### src/rtl/sort4_stream_ctrl_pkg.sv
// ============================================================================
// Module : sort4_stream_ctrl_pkg
// Brief  : Shared types and constants for the 4-element streaming sorter.
// Rev    : 1.0  initial release
// ============================================================================
`default_nettype none

package sort4_stream_ctrl_pkg;

    localparam int         c_DATA_W     = 8;
    localparam int         c_GROUP_SIZE = 4;
    localparam logic [7:0] c_PAD_ASC    = 8'hFF;
    localparam logic [7:0] c_PAD_DESC   = 8'h00;

    typedef enum logic [1:0] {
        ST_LOAD  = 2'd0,
        ST_SORT  = 2'd1,
        ST_DRAIN = 2'd2
    } state_t;

endpackage

`default_nettype wire

### src/rtl/sort4_stream_ctrl_if.sv
// ============================================================================
// Module : sort4_stream_ctrl_if
// Brief  : Upstream/downstream valid-ready streams plus busy status.
// Rev    : 1.0  initial release
// ============================================================================
`default_nettype none

interface sort4_stream_ctrl_if
    import sort4_stream_ctrl_pkg::*;
#(
    parameter int DATA_W = c_DATA_W
);
    logic              in_valid;
    logic [DATA_W-1:0] in_data;
    logic              in_last;
    logic              in_ready;
    logic              out_valid;
    logic [DATA_W-1:0] out_data;
    logic              out_last;
    logic              out_ready;
    logic              busy;

    // Environment side: produces elements and consumes sorted results
    modport master (
        output in_valid, in_data, in_last, out_ready,
        input  in_ready, out_valid, out_data, out_last, busy
    );

    modport slave (
        input  in_valid, in_data, in_last, out_ready,
        output in_ready, out_valid, out_data, out_last, busy
    );
endinterface

`default_nettype wire

### src/rtl/sort4_stream_ctrl_sort4.sv
// ============================================================================
// Module : sort4
// Brief  : Combinational 4-input sorting network, ascending y0 <= ... <= y3.
// Rev    : 1.0  initial release
// ============================================================================
`default_nettype none

module sort4
    import sort4_stream_ctrl_pkg::*;
#(
    parameter int DATA_W = c_DATA_W
)(
    input  wire logic [DATA_W-1:0] x0,
    input  wire logic [DATA_W-1:0] x1,
    input  wire logic [DATA_W-1:0] x2,
    input  wire logic [DATA_W-1:0] x3,
    output logic      [DATA_W-1:0] y0,
    output logic      [DATA_W-1:0] y1,
    output logic      [DATA_W-1:0] y2,
    output logic      [DATA_W-1:0] y3
);

    logic [DATA_W-1:0] w_a0, w_a1, w_a2, w_a3;
    logic [DATA_W-1:0] w_b0, w_b1, w_b2, w_b3;

    // Five compare-exchanges: pairs, cross min/max, then middle fix-up
    always_comb begin
        w_a0 = (x0 < x1) ? x0 : x1;
        w_a1 = (x0 < x1) ? x1 : x0;
        w_a2 = (x2 < x3) ? x2 : x3;
        w_a3 = (x2 < x3) ? x3 : x2;

        w_b0 = (w_a0 < w_a2) ? w_a0 : w_a2;
        w_b2 = (w_a0 < w_a2) ? w_a2 : w_a0;
        w_b1 = (w_a1 < w_a3) ? w_a1 : w_a3;
        w_b3 = (w_a1 < w_a3) ? w_a3 : w_a1;

        y0 = w_b0;
        y1 = (w_b1 < w_b2) ? w_b1 : w_b2;
        y2 = (w_b1 < w_b2) ? w_b2 : w_b1;
        y3 = w_b3;
    end

endmodule

`default_nettype wire

### src/rtl/sort4_stream_ctrl.sv
// ============================================================================
// Module : sort4_stream_ctrl
// Brief  : Collects groups of 1..4 elements, sorts them, streams them out.
//          Define SORT4_DESCEND_EN for descending output with zero padding.
// Rev    : 1.0  initial release
// ============================================================================
`default_nettype none

module sort4_stream_ctrl
    import sort4_stream_ctrl_pkg::*;
#(
    parameter int DATA_W = c_DATA_W
)(
    input  wire logic          clk,
    input  wire logic          rst_n,
    sort4_stream_ctrl_if.slave bus
);

`ifdef SORT4_DESCEND_EN
    localparam logic [DATA_W-1:0] c_PAD = DATA_W'(c_PAD_DESC);
`else
    localparam logic [DATA_W-1:0] c_PAD = DATA_W'(c_PAD_ASC);
`endif

    state_t            r_state;
    state_t            w_next_state;
    logic [1:0]        r_cnt;
    logic [1:0]        r_idx;
    logic [2:0]        r_n;
    logic [DATA_W-1:0] r_slot   [c_GROUP_SIZE];
    logic [DATA_W-1:0] r_result [c_GROUP_SIZE];
    logic [DATA_W-1:0] w_y      [c_GROUP_SIZE];

    logic              w_in_ready;
    logic              w_out_valid;
    logic              w_out_last;
    logic              w_busy;
    logic [DATA_W-1:0] w_out_data;
    logic [1:0]        w_sel;
    logic              w_in_fire;
    logic              w_out_fire;
    logic              w_grp_end;
    logic              w_out_end;

    assign w_in_fire  = bus.in_valid & w_in_ready;
    assign w_out_fire = w_out_valid & bus.out_ready;
    assign w_grp_end  = w_in_fire & (bus.in_last | (r_cnt == 2'd3));
    assign w_out_end  = w_out_fire & w_out_last;

`ifdef SORT4_DESCEND_EN
    assign w_sel = 2'd3 - r_idx;
`else
    assign w_sel = r_idx;
`endif

    // ---------------- FSM: state register ----------------
    always_ff @(posedge clk or negedge rst_n) begin
        if (!rst_n) begin
            r_state <= ST_LOAD;
        end else begin
            r_state <= w_next_state;
        end
    end

    // ---------------- FSM: next state ----------------
    always_comb begin
        w_next_state = r_state;
        case (r_state)
            ST_LOAD:  if (w_grp_end) w_next_state = ST_SORT;
            ST_SORT:  w_next_state = ST_DRAIN;
            ST_DRAIN: if (w_out_end) w_next_state = ST_LOAD;
            default:  w_next_state = ST_LOAD;
        endcase
    end

    // ---------------- FSM: outputs ----------------
    always_comb begin
        w_in_ready  = 1'b0;
        w_out_valid = 1'b0;
        w_out_last  = 1'b0;
        w_out_data  = '0;
        w_busy      = 1'b0;
        case (r_state)
            ST_LOAD: begin
                w_in_ready = 1'b1;
            end
            ST_SORT: begin
                w_busy = 1'b1;
            end
            ST_DRAIN: begin
                w_busy      = 1'b1;
                w_out_valid = 1'b1;
                w_out_data  = r_result[w_sel];
                w_out_last  = ({1'b0, r_idx} == (r_n - 3'd1));
            end
            default: begin
                w_in_ready = 1'b0;
            end
        endcase
    end

    assign bus.in_ready  = w_in_ready;
    assign bus.out_valid = w_out_valid;
    assign bus.out_data  = w_out_data;
    assign bus.out_last  = w_out_last;
    assign bus.busy      = w_busy;

    // ---------------- group bookkeeping ----------------
    always_ff @(posedge clk or negedge rst_n) begin
        if (!rst_n) begin
            r_cnt <= 2'd0;
            r_n   <= 3'd0;
            r_idx <= 2'd0;
        end else begin
            if (w_grp_end) begin
                r_cnt <= 2'd0;
                r_n   <= {1'b0, r_cnt} + 3'd1;
            end else if (w_in_fire) begin
                r_cnt <= r_cnt + 2'd1;
            end

            if (w_out_end) begin
                r_idx <= 2'd0;
            end else if (w_out_fire) begin
                r_idx <= r_idx + 2'd1;
            end
        end
    end

    // Every slot is rewritten each group (data or pad), so no stale values leak
    for (genvar i = 0; i < c_GROUP_SIZE; i++) begin : g_slot
        localparam logic [1:0] c_SLOT = 2'(i);
        always_ff @(posedge clk or negedge rst_n) begin
            if (!rst_n) begin
                r_slot[i] <= '0;
            end else if (w_in_fire && (r_cnt == c_SLOT)) begin
                r_slot[i] <= bus.in_data;
            end else if (w_grp_end && (c_SLOT > r_cnt)) begin
                r_slot[i] <= c_PAD;
            end
        end
    end

    sort4 #(
        .DATA_W (DATA_W)
    ) u_sort4 (
        .x0 (r_slot[0]),
        .x1 (r_slot[1]),
        .x2 (r_slot[2]),
        .x3 (r_slot[3]),
        .y0 (w_y[0]),
        .y1 (w_y[1]),
        .y2 (w_y[2]),
        .y3 (w_y[3])
    );

    for (genvar i = 0; i < c_GROUP_SIZE; i++) begin : g_result
        always_ff @(posedge clk or negedge rst_n) begin
            if (!rst_n) begin
                r_result[i] <= '0;
            end else if (r_state == ST_SORT) begin
                r_result[i] <= w_y[i];
            end
        end
    end

endmodule

`default_nettype wire

### src/flat_wrapper.sv
// flat-port wrapper written by rule: the top's interface ports become plain ports
module sort4_stream_ctrl_flat import sort4_stream_ctrl_pkg::*;
#(
    parameter int DATA_W = c_DATA_W
)
  (clk, rst_n, bus_in_valid, bus_in_data, bus_in_last, bus_out_ready, bus_in_ready, bus_out_valid, bus_out_data, bus_out_last, bus_busy);
  sort4_stream_ctrl_if #(.DATA_W(DATA_W)) bus_i ();
  input  wire logic clk;
  input  wire logic rst_n;
  input wire logic [$bits(bus_i.in_valid)-1:0] bus_in_valid;
  input wire logic [$bits(bus_i.in_data)-1:0] bus_in_data;
  input wire logic [$bits(bus_i.in_last)-1:0] bus_in_last;
  input wire logic [$bits(bus_i.out_ready)-1:0] bus_out_ready;
  output wire logic [$bits(bus_i.in_ready)-1:0] bus_in_ready;
  output wire logic [$bits(bus_i.out_valid)-1:0] bus_out_valid;
  output wire logic [$bits(bus_i.out_data)-1:0] bus_out_data;
  output wire logic [$bits(bus_i.out_last)-1:0] bus_out_last;
  output wire logic [$bits(bus_i.busy)-1:0] bus_busy;
  assign bus_i.in_valid = bus_in_valid;
  assign bus_i.in_data = bus_in_data;
  assign bus_i.in_last = bus_in_last;
  assign bus_i.out_ready = bus_out_ready;
  assign bus_in_ready = bus_i.in_ready;
  assign bus_out_valid = bus_i.out_valid;
  assign bus_out_data = bus_i.out_data;
  assign bus_out_last = bus_i.out_last;
  assign bus_busy = bus_i.busy;
  sort4_stream_ctrl #(.DATA_W(DATA_W)) u_core (.clk(clk), .rst_n(rst_n), .bus(bus_i));
endmodule
### config.mk
export PLATFORM = sky130hd
export DESIGN_NAME = sort4_stream_ctrl_flat
export DESIGN_NICKNAME = d
export VERILOG_FILES = /design/src/rtl/sort4_stream_ctrl_pkg.sv /design/src/rtl/sort4_stream_ctrl_if.sv /design/src/rtl/sort4_stream_ctrl_sort4.sv /design/src/rtl/sort4_stream_ctrl.sv /design/src/flat_wrapper.sv
export SDC_FILE = /design/constraint.sdc
export NUM_CORES = 1
export LEC_CHECK = 0
export ABC_AREA = 1
export BUFFER_PORTS_ARGS = -buffer_cell sky130_fd_sc_hd__buf_2
export CAP_MARGIN = 15
export CORE_AREA = 3 3 173 108
export DETAILED_ROUTE_END_ITERATION = 12
export DIE_AREA = 0 0 176 111
export SLEW_MARGIN = 5
export SYNTH_ARGS = -nofsm -noshare
export SYNTH_HDL_FRONTEND = slang
export SYNTH_HIERARCHICAL = 1
export SYNTH_SLANG_ARGS = --single-unit
### constraint.sdc
create_clock -name clk -period 9.8 [get_ports clk]
set_clock_uncertainty 0.15 [all_clocks]
set_input_delay 0.49 -clock clk [delete_from_list [all_inputs] [get_ports clk]]
set_output_delay 0.49 -clock clk [all_outputs]
set_load 0.02 [all_outputs]
; ---- After elaboration in Yosys (flattened, before gate mapping)
; Cells that the tools add are included.
[totals]
elab_cells = 91
output_inout_bits = 12
register_bits = 73
input_bits = 13
[op_classes]
n_addsub = 4
n_reduce_logical = 18
n_lt_le_gt_ge = 10
eq_ne = 8
bitwise_logic = 6
muxes = 33
[op_table]
columns = operator, n
row1 = 2-to-1 mux 8 bit, 21
row2 = < comparator 8 bit, 5
row3 = binary-select mux 8 bit (select 2 bit), 1
row4 = 2-to-1 mux 2 bit, 6
row5 = nonzero test 2 bit, 6
row6 = logical AND 1 bit, 8
row7 = == test 2 bit (second input constant), 3
row8 = case mux 2 bit (3 select lines), 1
row9 = adder 2 x 1 -> 2 bit (second input constant), 2
row10 = AND 1 bit, 4
row11 = == test 2 x 1 -> 1 bit (second input constant), 2
row12 = greater-than comparator 1 x 2 -> 1 bit (first input constant), 2
row13 = greater-than comparator 2 bit (first input constant), 2
row14 = logical NOT 2 bit, 2
row15 = 2-to-1 mux 1 bit, 4
row16 = != test 2 x 1 -> 1 bit (second input constant), 2
row17 = adder 2 x 1 -> 3 bit (second input constant), 1
row18 = == test 2 x 3 -> 1 bit, 1
row19 = greater-or-equal comparator 3 bit (second input constant), 1
row20 = inverter 2 -> 3 bit, 1
row21 = subtractor 3 x 1 -> 3 bit (second input constant), 1
row22 = AND reduction 2 bit, 1
row23 = OR reduction 2 bit, 1
row24 = bitwise OR 1 bit, 1

; ---- Depth between registers and ports, before layout
; Gate-level depths: netlist of the first run.
[logic_depth]
depth_word = 7
ltp_mapped = 35
mapped_depth_nobuf = 31

; ---- Modules after synthesis
; Netlist of the first run, hierarchy kept.
[modules_own_cells]
columns = mod, seq_area_each_um2, cells_per_inst, area_each_um2, n_inst
row1 = sort4_stream_ctrl, 1826.8, 323, 3279.4, 1
row2 = sort4, 0.0, 357, 1846.8, 1

; ---- Worst setup path after synthesis of the first run
; Ideal clock, no wire load.
[synth_timing]
kind = reg2reg
from = reg u_core/r_slot[31] (netlist bit)
to = reg u_core/r_result[14] (netlist bit)
arrival_time_ns = 4.472
slack_ns = 5.096
synth_period_minus_slack_ns = 4.704
required_ns = 9.567
n_path_buf = 4
stages_incl_launch_ff = 26
setup_time_ns = 0.083
path_cell_list = dfrtp_1 > ha_1 > a21oi_1 > o21a_1 > nand2_2 > buf_6 > clkbuf_1 > o21ai_0 > ha_1 > a21oi_1 > nor2_1 > a211oi_1 > nand2_2 > inv_1 > buf_2 > nand2_1 > o21ai_0 > ha_1 > a21oi_1 > nor2_1 > a211oi_2 > clkbuf_1 > nand3_1 > nand2_1 > nand2_1 > o21ai_0
[synth_lines]
columns = element, line_no
row1 = "start, declared", sort4_stream_ctrl.sv:30  ; logic [DATA_W-1:0] r_slot [c_GROUP_SIZE];
row2 = "start signal, assigned by index", sort4_stream_ctrl.sv:137  ; r_slot[i] <= bus.in_data;
row3 = "start signal, assigned by index", sort4_stream_ctrl.sv:139  ; r_slot[i] <= c_PAD;
row4 = "end signal, assigned by index", sort4_stream_ctrl.sv:162  ; r_result[i] <= w_y[i];
row5 = "end, declared", sort4_stream_ctrl.sv:31  ; logic [DATA_W-1:0] r_result [c_GROUP_SIZE];

==> run summary, run 1 <==
status -> complete, no violations
Initial Utilization -> 30.0%
All-Layer GR Usage -> 14.0%
Synthesized Nets -> 736
later-pin clock latency in the skew report -> 0.34 ns
final critical-path required period -> 6.01 ns
CTS clk-pin slew, worst paths -> 0.06 ns
first-pass GRT wire length -> 21.9 mm
DIE HEIGHT -> 111 um
CTS sink count -> 73
IO Pins -> 25
Wirelength per Cell -> 13.9 um
Pre-antenna DRT Iters -> 4
Hold-fix buffers, CTS -> 0
share of cells above drive strength 1 -> 12.8%
number of antenna violations at the first check in global routing -> 0
fill count -> 1,799
CP arrival -> 6.06 ns
CORE AREA -> 17,100 um2
ant diodes -> 0
total grt overflow -> 0
sequential area share after synthesis -> 35.6%
Detailed Place HPWL -> 9.86 mm
GPL Wtd Cong -> 0.874
post-cts resize count -> 0
Layout area overhead -> 11.6%
type of origin of the critical path -> register
nets -> 748
routed vias/inst -> 4.69
CP Class -> register to register
vias -> 4,366
most common cell after layout, fill and taps aside -> nand2_1
setup_tns -> 0 ns
cts bufs inserted -> 9
final setup fails -> 0
RSZ-0062 raised after global routing -> false
vias in the first global route -> 4,110
fin. max-slew vios -> 0
Worst Setup End Kind -> register
HP Class -> primary input to asynchronous set/reset pin
part of the cycle the worst path needs -> 61.3%
Synth Warn # -> 6
Die W -> 176 um
Bufs on Longest Clock Path -> 2
CTS HTree Levels -> 3
Achievable Freq -> 166 MHz
worst rel slew slack -> 26.7%
PortBufs -> 24
Final ANT Viol Nets -> 0
clock root cell -> clkbuf_16
Worst Max-Slew Pin Slew -> 1.10 ns
setup bufs post-CTS -> 0
1st-iter DRT viols -> 320
# DRC -> 0
CTS tree -> done
Total Die Area -> 19,500 um2
pin count of the biggest net entering global routing -> 74
required arrival time at the worst endpoint -> 9.85 ns
Post-Syn Instances -> 680
most frequent cells in the layout -> 169 x nand2_1, 85 x inv_1, 79 x o21ai_0, 73 x dfrtp_1, 63 x a21oi_1
Avg Inst Size Synth -> 7.54 um2
Std-Cell Rows -> 37
unique cell type count in the Yosys netlist -> 31
Post-Syn Area -> 5130 um2
final hold violation count -> 0
WL final -> 12.9 mm
FF+latch count, synth -> 73
crit path max fanout -> 29
max-cap violation count -> 0
[final cells by class]
| cell class | instances | area, um2 | area share (%) |
|---|---|---|---|
| clock buffers | 14 | 274 | 4.79 |
| clock inverters | 2 | 35.0 | 0.613 |
| inverters | 87 | 329 | 5.75 |
| multi-input cells | 496 | 2830 | 49.5 |
| flip-flops and latches | 73 | 1830 | 31.9 |
| well taps | 234 | 293 | 5.12 |
| repair buffers | 25 | 130 | 2.28 |
[logic make-up (layout without fill, tap and decap cells)]
| group | count (synthesis) | in the layout | share of synthesized area (%) |
|---|---|---|---|
| adders and majority gates | 43 | 43 | 10.5 |
| DFF | 73 | 73 | 35.6 |
| muxes | 24 | 24 | 5.27 |
| buffers and inverters | 111 | 128 | 9.13 |
| and+or+nand+nor | 268 | 268 | 22.2 |
| AOI/OAI and AO/OA | 161 | 161 | 17.3 |
[critical path, cell delays in order (launching register included)]
cell and delay (ns):
dfrtp_1 0.38, inv_1 0.11, ha_1 0.25, a21oi_1 0.16
o21a_1 0.35, nand2_2 0.36, o21ai_0 0.54, ha_1 0.32
nand2_1 0.09, nor2_1 0.05, a211oi_1 0.32, nand2_2 0.23
inv_1 0.44, o21ai_0 0.22, ha_1 0.33, nand2_1 0.08
nor2_1 0.05, a211oi_2 0.85, nand2_4 0.27, nand2_1 0.12
nand2_1 0.06, nand2_1 0.06, o21ai_0 0.08
[stage by stage]
| step | worst slack (ns) | util, % | hold WS [ns] | cells | cell area, um2 |
|---|---|---|---|---|---|
| after floorplan | 5.10 | - | 0.0444 | 680 | 5130 |
| after global placement | 4.04 | 31.7 | 0.335 | 915 | 5410 |
| after detailed placement | 3.95 | 31.7 | 0.341 | 915 | 5410 |
| after CTS | 3.90 | 33.5 | 0.183 | 931 | 5720 |
| after global routing | 3.14 | 33.5 | 0.233 | 931 | 5720 |
| final | 3.79 | 33.5 | 0.154 | 931 | 5720 |
[flip-flops by register name (all words and copies together) (netlist names)]
register,flops
u_core/r_slot,32
u_core/r_idx,2
u_core/r_state,2
u_core/r_n,3
u_core/r_cnt,2
u_core/r_result,32
[routing by layer]
| metal | up-vias | GRT usage [%] | share of wire, % |
|---|---|---|---|
| met5 | - | 0 | 0 |
| met4 | 0 | 3.11 | 0.88 |
| met3 | 12 | 3.22 | 5.6 |
| met2 | 104 | 18.5 | 38 |
| met1 | 1997 | 22.3 | 56 |
| li1 | 2253 | - | - |
[synth_stat cells]
cell	n	area (um2)
a31oi_4	1	21.3
buf_2	9	45.0
nand2_4	3	33.8
a211oi_1	2	15.0
nor2_2	3	18.8
o21ai_0	79	395
inv_2	1	3.75
inv_1	85	319
mux2_2	24	270
nand3b_1	2	15.0
o21ai_1	3	15.0
buf_4	2	15.0
nand2_2	13	81.3
a21oi_1	63	315
clkbuf_1	9	33.8
o21a_1	2	15.0
nand4_1	1	6.26
nor2_4	1	11.3
a21boi_4	1	18.8
dfrtp_1	73	1830
o21bai_1	1	7.51
nand3_2	1	10.0
nor2_1	40	150
ha_1	43	538
a211oi_2	1	12.5
o22a_1	8	70.1
nand3_1	34	170
nand2_1	169	634
inv_4	1	6.26
nor4_1	1	6.26
buf_6	4	45.0
[final timing paths]
| kind | startpoint | endpoint | slack [ns] | cells after the start |
|---|---|---|---|---|
| max in group asynchronous | rst_n | u_core/r_state[0] | 8.74 | 1 |
| worst max register to register | u_core/r_slot[7] | u_core/r_result[22] | 3.79 | 22 |
| worst min register to register | u_core/r_result[29] | u_core/r_result[29] | 0.35 | 1 |
| worst max-delay path | u_core/r_slot[7] | u_core/r_result[22] | 3.79 | 22 |
| min in group clk | bus_in_data[6] | u_core/r_slot[6] | 0.30 | 2 |
| worst min-delay path | rst_n | u_core/r_slot[0] | 0.15 | 1 |
Power of run 1 is not shown: default switching activity piles up to over one toggle a cycle in this logic, so the estimate is an artifact.
==> run 2: changes to the inputs <==
==> constraint.sdc (replaced) <==
create_clock -name clk -period 5.9 [get_ports clk]
set_clock_uncertainty 0.15 [all_clocks]
set_input_delay 0.295 -clock clk [delete_from_list [all_inputs] [get_ports clk]]
set_output_delay 0.295 -clock clk [all_outputs]
set_load 0.02 [all_outputs]
==> run summary, run 2 (synthesized netlist as in run 1, its figures left out) <==
number of antenna violations at the first check in global routing -> 0
CTS clk-pin slew, worst paths -> 0.06 ns
max-cap violation count -> 0
share of cells above drive strength 1 -> 13.7%
WL met1 -> 7.50 mm
final critical-path required period -> 5.37 ns
nets -> 753
setup bufs post-CTS -> 0
clock root cell -> clkbuf_16
Hold-fix buffers, CTS -> 0
cell family with most CP delay -> simple AND/OR/NAND/NOR gates
cts bufs inserted -> 9
Total Die Area -> 19,500 um2
Storage cell area -> 1830 um2
routed vias/inst -> 4.79
most frequent cells in the layout -> 169 x nand2_1, 84 x inv_1, 77 x o21ai_0, 73 x dfrtp_1, 63 x a21oi_1
metal2 WL -> 5.00 mm
failing checks -> negative hold slack
HP Class -> primary input to asynchronous set/reset pin
Wirelength per Cell -> 14.3 um
Slowest Stage Delay on Critical Path -> 0.42 ns
Final ANT Viol Nets -> 0
PortBufs -> 24
Std-Cell Rows -> 37
Layout area overhead -> 13.5%
1st-iter DRT viols -> 422
All-Layer GR Usage -> 14.3%
DIE HEIGHT -> 111 um
Pre-antenna DRT Iters -> 6
Worst Max-Slew Pin Slew -> 0.968 ns
CTS sink count -> 73
WL final -> 13.4 mm
Layout Utilization -> 34.1%
first-pass GRT wire length -> 22.4 mm
Initial Utilization -> 30.0%
Die W -> 176 um
worst rel slew slack -> 35.5%
setup_tns -> 0 ns
fin. max-slew vios -> 0
part of the cycle the worst path needs -> 91.1%
pin count of the biggest net entering global routing -> 74
# DRC -> 0
final hold violation count -> 46
Achievable Freq -> 186 MHz
vias in the first global route -> 4,184
IO Pins -> 25
Worst Setup End Kind -> register
ant diodes -> 0
CTS HTree Levels -> 3
vias -> 4,482
status -> complete, but fails checks
total grt overflow -> 0
final setup fails -> 0
met3 wire length -> 794 um
largest registers -> u_core/r_result x32, u_core/r_slot x32, u_core/r_n x3
critical path buffer and inverter count -> 5
CP Class -> register to register
most common cell after layout, fill and taps aside -> nand2_1
required arrival time at the worst endpoint -> 6.01 ns
CP arrival -> 5.48 ns
Top cell by count, worst path -> nand2_1
Detailed Place HPWL -> 10.2 mm
multi-input combinational cell area -> 2830 um2
type of origin of the critical path -> register
GPL Wtd Cong -> 0.929
CP max stage cell -> dfrtp_1
Bufs on Longest Clock Path -> 2
Hold Slack -> -0.0812 ns
RSZ-0062 raised after global routing -> false
CTS tree -> done
fill count -> 1,810
later-pin clock latency in the skew report -> 0.34 ns
highest routed layer -> met4
CORE AREA -> 17,100 um2
crit path max fanout -> 17
==> run 2: cell count changes in the layout (fill, tap and decap cells not counted), moves of 2 or more <==
| cell | delta |
|---|---|
| clkbuf_8 | -3 |
| o21ai_1 | +2 |
| buf_4 | +5 |
| bufinv_16 | +3 |
| o21ai_0 | -2 |
| inv_6 | +2 |
==> run 2: path summary, 6_finish.rpt <==
path	slack, ns	end	startpoint	cells past startpoint
worst min register to register	0.35	u_core/r_result[24]	u_core/r_result[24]	1
worst max register to register	0.53	u_core/r_result[9]	u_core/r_slot[15]	26
worst min-delay path	-0.08	u_core/r_slot[10]	rst_n	1
max in group asynchronous	5.00	u_core/r_slot[25]	rst_n	1
worst max-delay path	0.53	u_core/r_result[9]	u_core/r_slot[15]	26
min in group clk	0.09	u_core/r_slot[4]	bus_in_data[4]	2
==> run 2: worst reg2reg max path, cell delays in order, from the launching register on <==
cell and delay (ns):
dfrtp_1 0.42, ha_1 0.32, nand2_1 0.07, nor2_1 0.33, nand2_2 0.22, nand2_2 0.27
buf_4 0.26, nor2_1 0.06, a21oi_1 0.31, ha_1 0.20, inv_1 0.04, o21bai_1 0.12
inv_1 0.05, nand2_1 0.06, nand2_1 0.08, nand2_2 0.25, clkinvlp_4 0.32, o21ai_1 0.34
ha_1 0.31, a21oi_1 0.15, nor2_1 0.06, a211oi_2 0.26, buf_4 0.28, nand3_1 0.11
nand2_1 0.12, nand2_1 0.06, o21ai_0 0.09
==> run 2: stage by stage <==
stage	std cells	hold WS, ns	setup WS, ns	cell area (um2)
after floorplan	680	-0.151	1.20	5130
after global placement	920	0.336	0.667	5450
after detailed placement	920	0.340	0.629	5450
after CTS	936	0.00141	0.600	5810
after global routing	936	0.0500	0.0150	5820
final	936	-0.0812	0.527	5820
==> run 2: layout make-up <==
class | instances | share of cell area (%)
clock buffer | 10 | 3.94
clock inverter | 6 | 2.37
inverter | 87 | 5.72
multi-input combinational | 496 | 48.7
sequential | 73 | 31.4
tap | 234 | 5.03
timing repair buffer | 30 | 2.88
==> run 2: layer usage <==
layer,vias to the layer above,track usage [%]
met5,-,0
met4,0,2.21
met3,7,3.22
met2,119,18.7
met1,2093,23.5
li1,2263,-
==> run 2: repair_timing <==
action | CTS | global route
resized for setup | 0 | 3
endpoints found under the setup margin | 0 | 12
endpoints found under the hold margin | 0 | 0
Power of run 2 is left out for the same reason.
